### src/rtl/servo_pwm_driver_if.sv
// Command/status bundle between the tracking FSM (master) and one servo driver (slave).
interface servo_pwm_driver_if;
   logic        move_cw;
   logic        move_ccw;
   logic        load;
   logic [31:0] load_value;
   logic        servo;
   logic [31:0] servo_position;
   logic        pwm_limit_cw;
   logic        pwm_limit_ccw;
   logic        period_start;

   modport master (
      output move_cw, move_ccw, load, load_value,
      input  servo, servo_position, pwm_limit_cw, pwm_limit_ccw, period_start
   );

   modport slave (
      input  move_cw, move_ccw, load, load_value,
      output servo, servo_position, pwm_limit_cw, pwm_limit_ccw, period_start
   );
endinterface

### src/rtl/servo_pwm_driver.sv
// Single-axis servo driver: saturating pulse-width position register stepped or loaded by
// the tracking FSM, and a 50 Hz PWM whose duty is latched only at period boundaries.
module servo_pwm_driver #(
   parameter int unsigned PERIOD    = 2000000,
   parameter int unsigned MIN_PW    = 100000,
   parameter int unsigned MAX_PW    = 200000,
   parameter int unsigned CENTER_PW = 150000,
   parameter int unsigned STEP      = 100,
   parameter int unsigned STEP_DIV  = 10000
) (
   input logic                clk_i,
   input logic                rst_i,
   servo_pwm_driver_if.slave  bus_io
);

   localparam logic [31:0] PeriodLast  = 32'(PERIOD - 1);
   localparam logic [31:0] MinPw       = 32'(MIN_PW);
   localparam logic [31:0] MaxPw       = 32'(MAX_PW);
   localparam logic [31:0] CenterPw    = 32'(CENTER_PW);
   localparam logic [32:0] Step33      = 33'(STEP);
   localparam logic [31:0] StepDivLast = 32'(STEP_DIV - 1);

   logic [31:0] cnt_q, cnt_d;
   logic [31:0] active_pw_q, active_pw_d;
   logic [31:0] pos_q, pos_d;
   logic [31:0] presc_q, presc_d;
   logic        servo_q, servo_d;
   logic        ps_q, ps_d;
   logic        lim_cw_q, lim_cw_d;
   logic        lim_ccw_q, lim_ccw_d;

   logic [32:0] sum_up, diff_dn;
   logic [31:0] up_pos, dn_pos, load_pos;
   logic        single_move;

   // Next-state: period counter, PWM compare, position stepping/loading with saturation.
   always_comb begin
      cnt_d       = (cnt_q == PeriodLast) ? '0 : cnt_q + 32'd1;
      servo_d     = (cnt_q < active_pw_q);
      ps_d        = (cnt_q == '0);
      // Duty only changes at the period boundary so no runt pulse is ever emitted.
      active_pw_d = (cnt_q == PeriodLast) ? pos_q : active_pw_q;

      // 33-bit arithmetic so overflow/underflow is visible before clamping.
      sum_up  = {1'b0, pos_q} + Step33;
      diff_dn = {1'b0, pos_q} - Step33;
      up_pos  = (sum_up > {1'b0, MaxPw}) ? MaxPw : sum_up[31:0];
      dn_pos  = (diff_dn[32] || (diff_dn[31:0] < MinPw)) ? MinPw : diff_dn[31:0];

      if (bus_io.load_value < MinPw) begin
         load_pos = MinPw;
      end else if (bus_io.load_value > MaxPw) begin
         load_pos = MaxPw;
      end else begin
         load_pos = bus_io.load_value;
      end

      single_move = bus_io.move_cw ^ bus_io.move_ccw;
      pos_d       = pos_q;
      presc_d     = presc_q;

      if (bus_io.load) begin
         pos_d   = load_pos;
         presc_d = '0;
      end else if (single_move) begin
         if (presc_q == StepDivLast) begin
            presc_d = '0;
            pos_d   = bus_io.move_cw ? up_pos : dn_pos;
         end else begin
            presc_d = presc_q + 32'd1;
         end
      end else begin
         presc_d = '0;
      end

      // Flags follow the new position on the same edge that updates it.
      lim_cw_d  = (pos_d == MaxPw);
      lim_ccw_d = (pos_d == MinPw);
   end

   // State registers with asynchronous active-high reset.
   always_ff @(posedge clk_i or posedge rst_i) begin
      if (rst_i) begin
         cnt_q       <= '0;
         active_pw_q <= CenterPw;
         pos_q       <= CenterPw;
         presc_q     <= '0;
         servo_q     <= 1'b0;
         ps_q        <= 1'b0;
         lim_cw_q    <= 1'b0;
         lim_ccw_q   <= 1'b0;
      end else begin
         cnt_q       <= cnt_d;
         active_pw_q <= active_pw_d;
         pos_q       <= pos_d;
         presc_q     <= presc_d;
         servo_q     <= servo_d;
         ps_q        <= ps_d;
         lim_cw_q    <= lim_cw_d;
         lim_ccw_q   <= lim_ccw_d;
      end
   end

   assign bus_io.servo          = servo_q;
   assign bus_io.servo_position = pos_q;
   assign bus_io.pwm_limit_cw   = lim_cw_q;
   assign bus_io.pwm_limit_ccw  = lim_ccw_q;
   assign bus_io.period_start   = ps_q;

endmodule
### src/flat_wrapper.sv
// flat-port wrapper written by rule: the top's interface ports become plain ports
module servo_pwm_driver_flat 
#(
   parameter int unsigned PERIOD    = 2000000,
   parameter int unsigned MIN_PW    = 100000,
   parameter int unsigned MAX_PW    = 200000,
   parameter int unsigned CENTER_PW = 150000,
   parameter int unsigned STEP      = 100,
   parameter int unsigned STEP_DIV  = 10000
)
  (clk_i, rst_i, bus_io_move_cw, bus_io_move_ccw, bus_io_load, bus_io_load_value, bus_io_servo, bus_io_servo_position, bus_io_pwm_limit_cw, bus_io_pwm_limit_ccw, bus_io_period_start);
  servo_pwm_driver_if bus_io_i ();
  input logic clk_i;
  input logic rst_i;
  input wire logic [$bits(bus_io_i.move_cw)-1:0] bus_io_move_cw;
  input wire logic [$bits(bus_io_i.move_ccw)-1:0] bus_io_move_ccw;
  input wire logic [$bits(bus_io_i.load)-1:0] bus_io_load;
  input wire logic [$bits(bus_io_i.load_value)-1:0] bus_io_load_value;
  output wire logic [$bits(bus_io_i.servo)-1:0] bus_io_servo;
  output wire logic [$bits(bus_io_i.servo_position)-1:0] bus_io_servo_position;
  output wire logic [$bits(bus_io_i.pwm_limit_cw)-1:0] bus_io_pwm_limit_cw;
  output wire logic [$bits(bus_io_i.pwm_limit_ccw)-1:0] bus_io_pwm_limit_ccw;
  output wire logic [$bits(bus_io_i.period_start)-1:0] bus_io_period_start;
  assign bus_io_i.move_cw = bus_io_move_cw;
  assign bus_io_i.move_ccw = bus_io_move_ccw;
  assign bus_io_i.load = bus_io_load;
  assign bus_io_i.load_value = bus_io_load_value;
  assign bus_io_servo = bus_io_i.servo;
  assign bus_io_servo_position = bus_io_i.servo_position;
  assign bus_io_pwm_limit_cw = bus_io_i.pwm_limit_cw;
  assign bus_io_pwm_limit_ccw = bus_io_i.pwm_limit_ccw;
  assign bus_io_period_start = bus_io_i.period_start;
  servo_pwm_driver #(.PERIOD(PERIOD), .MIN_PW(MIN_PW), .MAX_PW(MAX_PW), .CENTER_PW(CENTER_PW), .STEP(STEP), .STEP_DIV(STEP_DIV)) u_core (.clk_i(clk_i), .rst_i(rst_i), .bus_io(bus_io_i));
endmodule
### config.mk
export PLATFORM = sky130hd
export DESIGN_NAME = servo_pwm_driver_flat
export DESIGN_NICKNAME = d
export VERILOG_FILES = /design/src/rtl/servo_pwm_driver_if.sv /design/src/rtl/servo_pwm_driver.sv /design/src/flat_wrapper.sv
export SDC_FILE = /design/constraint.sdc
export NUM_CORES = 1
export LEC_CHECK = 0
export BUFFER_PORTS_ARGS = -buffer_cell sky130_fd_sc_hd__buf_2
export CORE_MARGIN = 1
export CORE_UTILIZATION = 35
export DETAILED_ROUTE_END_ITERATION = 16
export SKIP_CTS_REPAIR_TIMING = 1
export SYNTH_ARGS = -nofsm -noshare
export SYNTH_HDL_FRONTEND = slang
export SYNTH_SLANG_ARGS = --single-unit
### constraint.sdc
create_clock -name clk_i -period 3.5 [get_ports clk_i]
set_input_delay 0.175 -clock clk_i [delete_from_list [all_inputs] [get_ports clk_i]]
set_output_delay 0.175 -clock clk_i [all_outputs]
set_load 0.02 [all_outputs]
==> metrics.txt <==
# TYPE chip_impl_metric gauge
chip_impl_metric{name="cts-root-to-sink-buffers",unit=""} 2
chip_impl_metric{name="floorplan.die_area",unit="sq um"} 27100
chip_impl_metric{name="synth_edf_count",unit=""} 0
chip_impl_metric{name="cellLeakagePower",unit="nW"} 5.23
chip_impl_metric{name="seq_area_frac_synth",unit=""} 0.360
chip_impl_metric{name="cap_viol_max_count",unit=""} 0
chip_impl_metric{name="p_total",unit="mW"} 3.99
chip_impl_metric{name="ir_worst_vdd",unit="mV"} 0.260
chip_impl_info{name="rsz_0062_raised_after_global_routing",value="true"} 1
chip_impl_metric{name="async_reset_ff_frac",unit=""} 1.00
chip_impl_metric{name="crit_path_max_incr_delay",unit="ns"} 0.52
chip_impl_metric{name="power_switching",unit="mW"} 0.976
chip_impl_metric{name="pin_count",unit=""} 73
chip_impl_metric{name="tightestPinTransition",unit="ns"} 1.04
chip_impl_metric{name="n_fill_cell",unit=""} 2517
chip_impl_metric{name="finalSetupViolations",unit=""} 2
chip_impl_metric{name="netlist.area_leader.share",unit=""} 0.314
chip_impl_metric{name="num-nets-final",unit=""} 1392
chip_impl_metric{name="num_antenna_cells",unit=""} 0
chip_impl_metric{name="multiInputGateArea",unit="sq um"} 5580
chip_impl_metric{name="cp_data_arrival_time",unit="ns"} 4.10
chip_impl_metric{name="finalHoldWorstSlack",unit="ns"} -0.0202
chip_impl_metric{name="drt_drc_violations_left",unit=""} 0
chip_impl_metric{name="vias_in_the_first_global_route",unit=""} 9029
chip_impl_metric{name="cts_bufs_inserted",unit=""} 17
chip_impl_metric{name="power.internal",unit="mW"} 3.01
chip_impl_info{name="cts-root-buf",value="sky130_fd_sc_hd__clkbuf_16"} 1
chip_impl_metric{name="comb_power_share",unit=""} 0.105
chip_impl_metric{name="number_of_buffers_and_inverters_on_the_critical_path",unit=""} 3
chip_impl_metric{name="distinct_cell_type_count_after_synthesis",unit=""} 86
chip_impl_metric{name="wl_per_cell",unit="microns"} 18.6
chip_impl_metric{name="detail-route-antenna-nets",unit=""} 0
chip_impl_metric{name="ff2ff_path_depth",unit=""} 15
chip_impl_metric{name="initial_core_util",unit=""} 0.356
chip_impl_metric{name="cts_htree_levels",unit=""} 4
chip_impl_metric{name="cp.required",unit="ns"} 3.86
chip_impl_metric{name="grt_overflow",unit=""} 0
chip_impl_metric{name="hold_viol",unit=""} 20
chip_impl_info{name="r2r_start",value="u_core.bus_io.servo_position[3]"} 1
chip_impl_metric{name="finalClockSkew",unit="ns"} 0.00882
chip_impl_metric{name="area_delta_synth_final",unit="%"} 29.1
chip_impl_metric{name="die_width",unit="microns"} 164
chip_impl_metric{name="syn-num-nets",unit=""} 1188
chip_impl_metric{name="synthCells",unit=""} 1114
chip_impl_metric{name="gp_congestion",unit=""} 0.974
chip_impl_info{name="synth_flop_cell",value="sky130_fd_sc_hd__dfrtp_1"} 1
chip_impl_metric{name="power.switching_fraction",unit=""} 0.245
chip_impl_metric{name="std_cell_rows",unit=""} 59
chip_impl_metric{name="seqCellArea",unit="sq um"} 3330
chip_impl_metric{name="clock_insertion_delay_at_the_later_pin_of_the_skew_report",unit="ns"} 0.42
chip_impl_metric{name="r2r_setup_slk",unit="ns"} -0.24
chip_impl_metric{name="layout-drive-gt1-share",unit=""} 0.266
chip_impl_metric{name="placement.io_buffers",unit=""} 72
chip_impl_info{name="critPathTopFamily",value="simple AND/OR/NAND/NOR gates"} 1
chip_impl_metric{name="final-max-slew-violation-count",unit=""} 0
chip_impl_metric{name="fin_crit_sh",unit=""} 1.07
chip_impl_info{name="crit-reg2reg-capture",value="u_core.bus_io.pwm_limit_ccw"} 1
chip_impl_metric{name="final_period_minus_worst_setup_slack",unit="ns"} 3.74
chip_impl_info{name="outcome",value="complete, but fails checks"} 1
chip_impl_metric{name="p_per_area",unit="nW/um^2"} 334
chip_impl_metric{name="wire_length_of_the_first_global_routing_pass",unit="microns"} 49400
chip_impl_info{name="cp-end-kind",value="register"} 1
chip_impl_metric{name="finalWirelength",unit="microns"} 31100
chip_impl_metric{name="die_y",unit="microns"} 164
chip_impl_info{name="timing.setup.critical_path_class",value="register to register"} 1
chip_impl_info{name="cp_cell_sequence",value="inv_2, ha_4, nor2b_4, o211ai_1, buf_4, o31ai_4, nand4b_1, nor4_4, buf_4, a21o_4, a311o_1, nand3_1, or4_1, nor3_2, and4_1"} 1
chip_impl_info{name="violations",value="hold timing, setup timing"} 1
chip_impl_info{name="start_kind",value="register"} 1
chip_impl_metric{name="core",unit="sq um"} 26000
chip_impl_metric{name="synth-seq-cells",unit=""} 132
chip_impl_metric{name="syn_avg_cell_area",unit="sq um"} 8.30
chip_impl_metric{name="drt_pass1_iterations",unit=""} 7
chip_impl_metric{name="p_seq_frac",unit=""} 0.391
chip_impl_metric{name="synth.yosys.warnings",unit=""} 0
chip_impl_metric{name="clock.fmax",unit="MHz"} 267
chip_impl_metric{name="routed-via-count",unit=""} 9379
chip_impl_metric{name="clock_sinks",unit=""} 132
chip_impl_metric{name="drt_first_iter_violations",unit=""} 883
chip_impl_metric{name="grt_antenna_before_repair",unit=""} 0
chip_impl_metric{name="dpl.hpwl",unit="microns"} 23300
chip_impl_metric{name="timing.slew.headroom",unit=""} 0.303
chip_impl_info{name="cts_tree",value="yes"} 1
chip_impl_metric{name="clkTransAtPathRegs",unit="ns"} 0.06
chip_impl_metric{name="grt_util_all_layers",unit=""} 0.238
chip_impl_metric{name="via_per_inst",unit=""} 5.63
chip_impl_metric{name="power.share.clock",unit=""} 0.504
chip_impl_info{name="cell_accounting_for_the_most_synthesized_area",value="sky130_fd_sc_hd__dfrtp_1"} 1
chip_impl_metric{name="timing.critical_path.fanout_max",unit=""} 6
chip_impl_info{name="crit_path_frequent_cell",value="sky130_fd_sc_hd__buf_4"} 1
chip_impl_info{name="min_path_type",value="input port to async pin"} 1
chip_impl_metric{name="summed_instance_area_of_the_synthesized_netlist",unit="sq um"} 9240
chip_impl_info{name="critPathSlowestCell",value="sky130_fd_sc_hd__or4_1"} 1
chip_impl_metric{name="setup_slack_of_the_critical_path_after_layout",unit="ns"} -0.240
chip_impl_info{name="ys_top_cells_by_area",value="sky130_fd_sc_hd__dfrtp_1 31%, sky130_fd_sc_hd__ha_1 5.0%, sky130_fd_sc_hd__nor2_1 4.9%"} 1
chip_impl_metric{name="grt_max_degree",unit=""} 59
[registers in the layout, indices dropped and copies added (netlist names)]
| signal | cells |
|---|---|
| u_core.presc_q | 32 |
| u_core.bus_io.pwm_limit_cw | 1 |
| u_core.active_pw_q | 32 |
| u_core.bus_io.servo_position | 32 |
| u_core.bus_io.pwm_limit_ccw | 1 |
| u_core.cnt_q | 32 |
| u_core.bus_io.period_start | 1 |
| u_core.bus_io.servo | 1 |
[power groups by stage]
stage,Combinational [mW],Sequential [mW],Clock [mW]
3_5_place_dp,0.398,1.58,0
6_report,0.418,1.56,2.01
2_1_floorplan,0.201,1.59,0
3_3_place_gp,0.399,1.58,0
5_1_grt,0.449,1.56,2.11
4_1_cts,0.400,1.56,2.05
[synth_stat cells (8+ instances only)]
master / n
sky130_fd_sc_hd__nand2b_1: 11
sky130_fd_sc_hd__nand2_1: 110
sky130_fd_sc_hd__nor2_1: 121
sky130_fd_sc_hd__nand3_1: 51
sky130_fd_sc_hd__and3_1: 14
sky130_fd_sc_hd__nand4_1: 32
sky130_fd_sc_hd__nor4_1: 34
sky130_fd_sc_hd__o211ai_1: 9
sky130_fd_sc_hd__xnor2_1: 35
sky130_fd_sc_hd__a21o_1: 12
sky130_fd_sc_hd__o31ai_1: 9
sky130_fd_sc_hd__or3_1: 14
sky130_fd_sc_hd__dfrtp_1: 116
sky130_fd_sc_hd__a31oi_1: 10
sky130_fd_sc_hd__and4_1: 8
sky130_fd_sc_hd__nor3_1: 39
sky130_fd_sc_hd__nor2b_1: 12
sky130_fd_sc_hd__dfstp_2: 16
sky130_fd_sc_hd__a21oi_1: 52
sky130_fd_sc_hd__inv_1: 50
sky130_fd_sc_hd__o21ai_0: 74
sky130_fd_sc_hd__xor2_1: 41
sky130_fd_sc_hd__clkbuf_1: 55
sky130_fd_sc_hd__ha_1: 37
[cells in the final DEF, fill, tap and decap left out, types with 38 or more instances in the layout]
cell,synthesis,routed
sky130_fd_sc_hd__nor2_1,121,121
sky130_fd_sc_hd__nand3_1,51,51
sky130_fd_sc_hd__buf_2,7,72
sky130_fd_sc_hd__xor2_1,41,41
sky130_fd_sc_hd__o21ai_0,74,74
sky130_fd_sc_hd__dfrtp_1,116,112
sky130_fd_sc_hd__a21oi_1,52,52
sky130_fd_sc_hd__inv_1,50,47
sky130_fd_sc_hd__buf_4,0,176
sky130_fd_sc_hd__nor3_1,39,38
sky130_fd_sc_hd__nand2_1,110,109
[layout make-up]
cell class,count,share of cell area
Multi-Input combinational cell,865,0.468
Tap cell,335,0.0351
Inverter,50,0.0160
Sequential cell,132,0.279
Timing Repair Buffer,252,0.147
Clock buffer,20,0.0383
Clock inverter,12,0.0170
[metal layers]
| metal | vias up | part of all wire | GRT usage |
|---|---|---|---|
| met1 | 4521 | 0.44 | 0.322 |
| met2 | 346 | 0.46 | 0.378 |
| li1 | 4449 | - | - |
| met4 | 0 | 0.028 | 0.0917 |
| met5 | - | 0 | 0 |
| met3 | 63 | 0.071 | 0.0397 |
[how the worst max path moves through the flow]
stage / end / start / cells after the start
after global placement: u_core.bus_io.pwm_limit_cw / u_core.bus_io.servo_position[26] / 11
after global routing: u_core.bus_io.pwm_limit_ccw / u_core.bus_io.servo_position[3] / 15
final: u_core.bus_io.pwm_limit_ccw / u_core.bus_io.servo_position[3] / 15
after floorplan: u_core.bus_io.pwm_limit_cw / u_core.bus_io.servo_position[3] / 14
after CTS: u_core.bus_io.pwm_limit_ccw / u_core.bus_io.servo_position[26] / 11
after detailed placement: u_core.bus_io.pwm_limit_ccw / u_core.bus_io.servo_position[26] / 11
[cell families (layout without fill, tap and decap cells)]
| logic type | after synthesis | in the layout | synth area share |
|---|---|---|---|
| simple gates | 511 | 511 | 0.290 |
| flops | 132 | 132 | 0.360 |
| fa+ha+maj | 37 | 37 | 0.0501 |
| xor+xnor | 76 | 76 | 0.0720 |
| mux | 4 | 4 | 0.00474 |
| buf+inv | 117 | 334 | 0.0501 |
| compound gates | 237 | 237 | 0.174 |
[through the flow]
step / instances / utilization / area, sq um / worst slack (ns) / setup TNS (ns)
6_report: 1666 / 0.459 / 11900 / -0.240 / -0.469
5_1_grt: 1666 / 0.459 / 11900 / -0.352 / -0.686
4_1_cts: 1654 / 0.451 / 11700 / -0.223 / -0.447
3_5_place_dp: 1622 / 0.426 / 11100 / -0.192 / -0.384
3_3_place_gp: 1622 / 0.426 / 11100 / -0.170 / -0.336
2_1_floorplan: 1114 / - / 9280 / 0.0171 / 0
No activity file was read; power rests on OpenSTA's default activity.
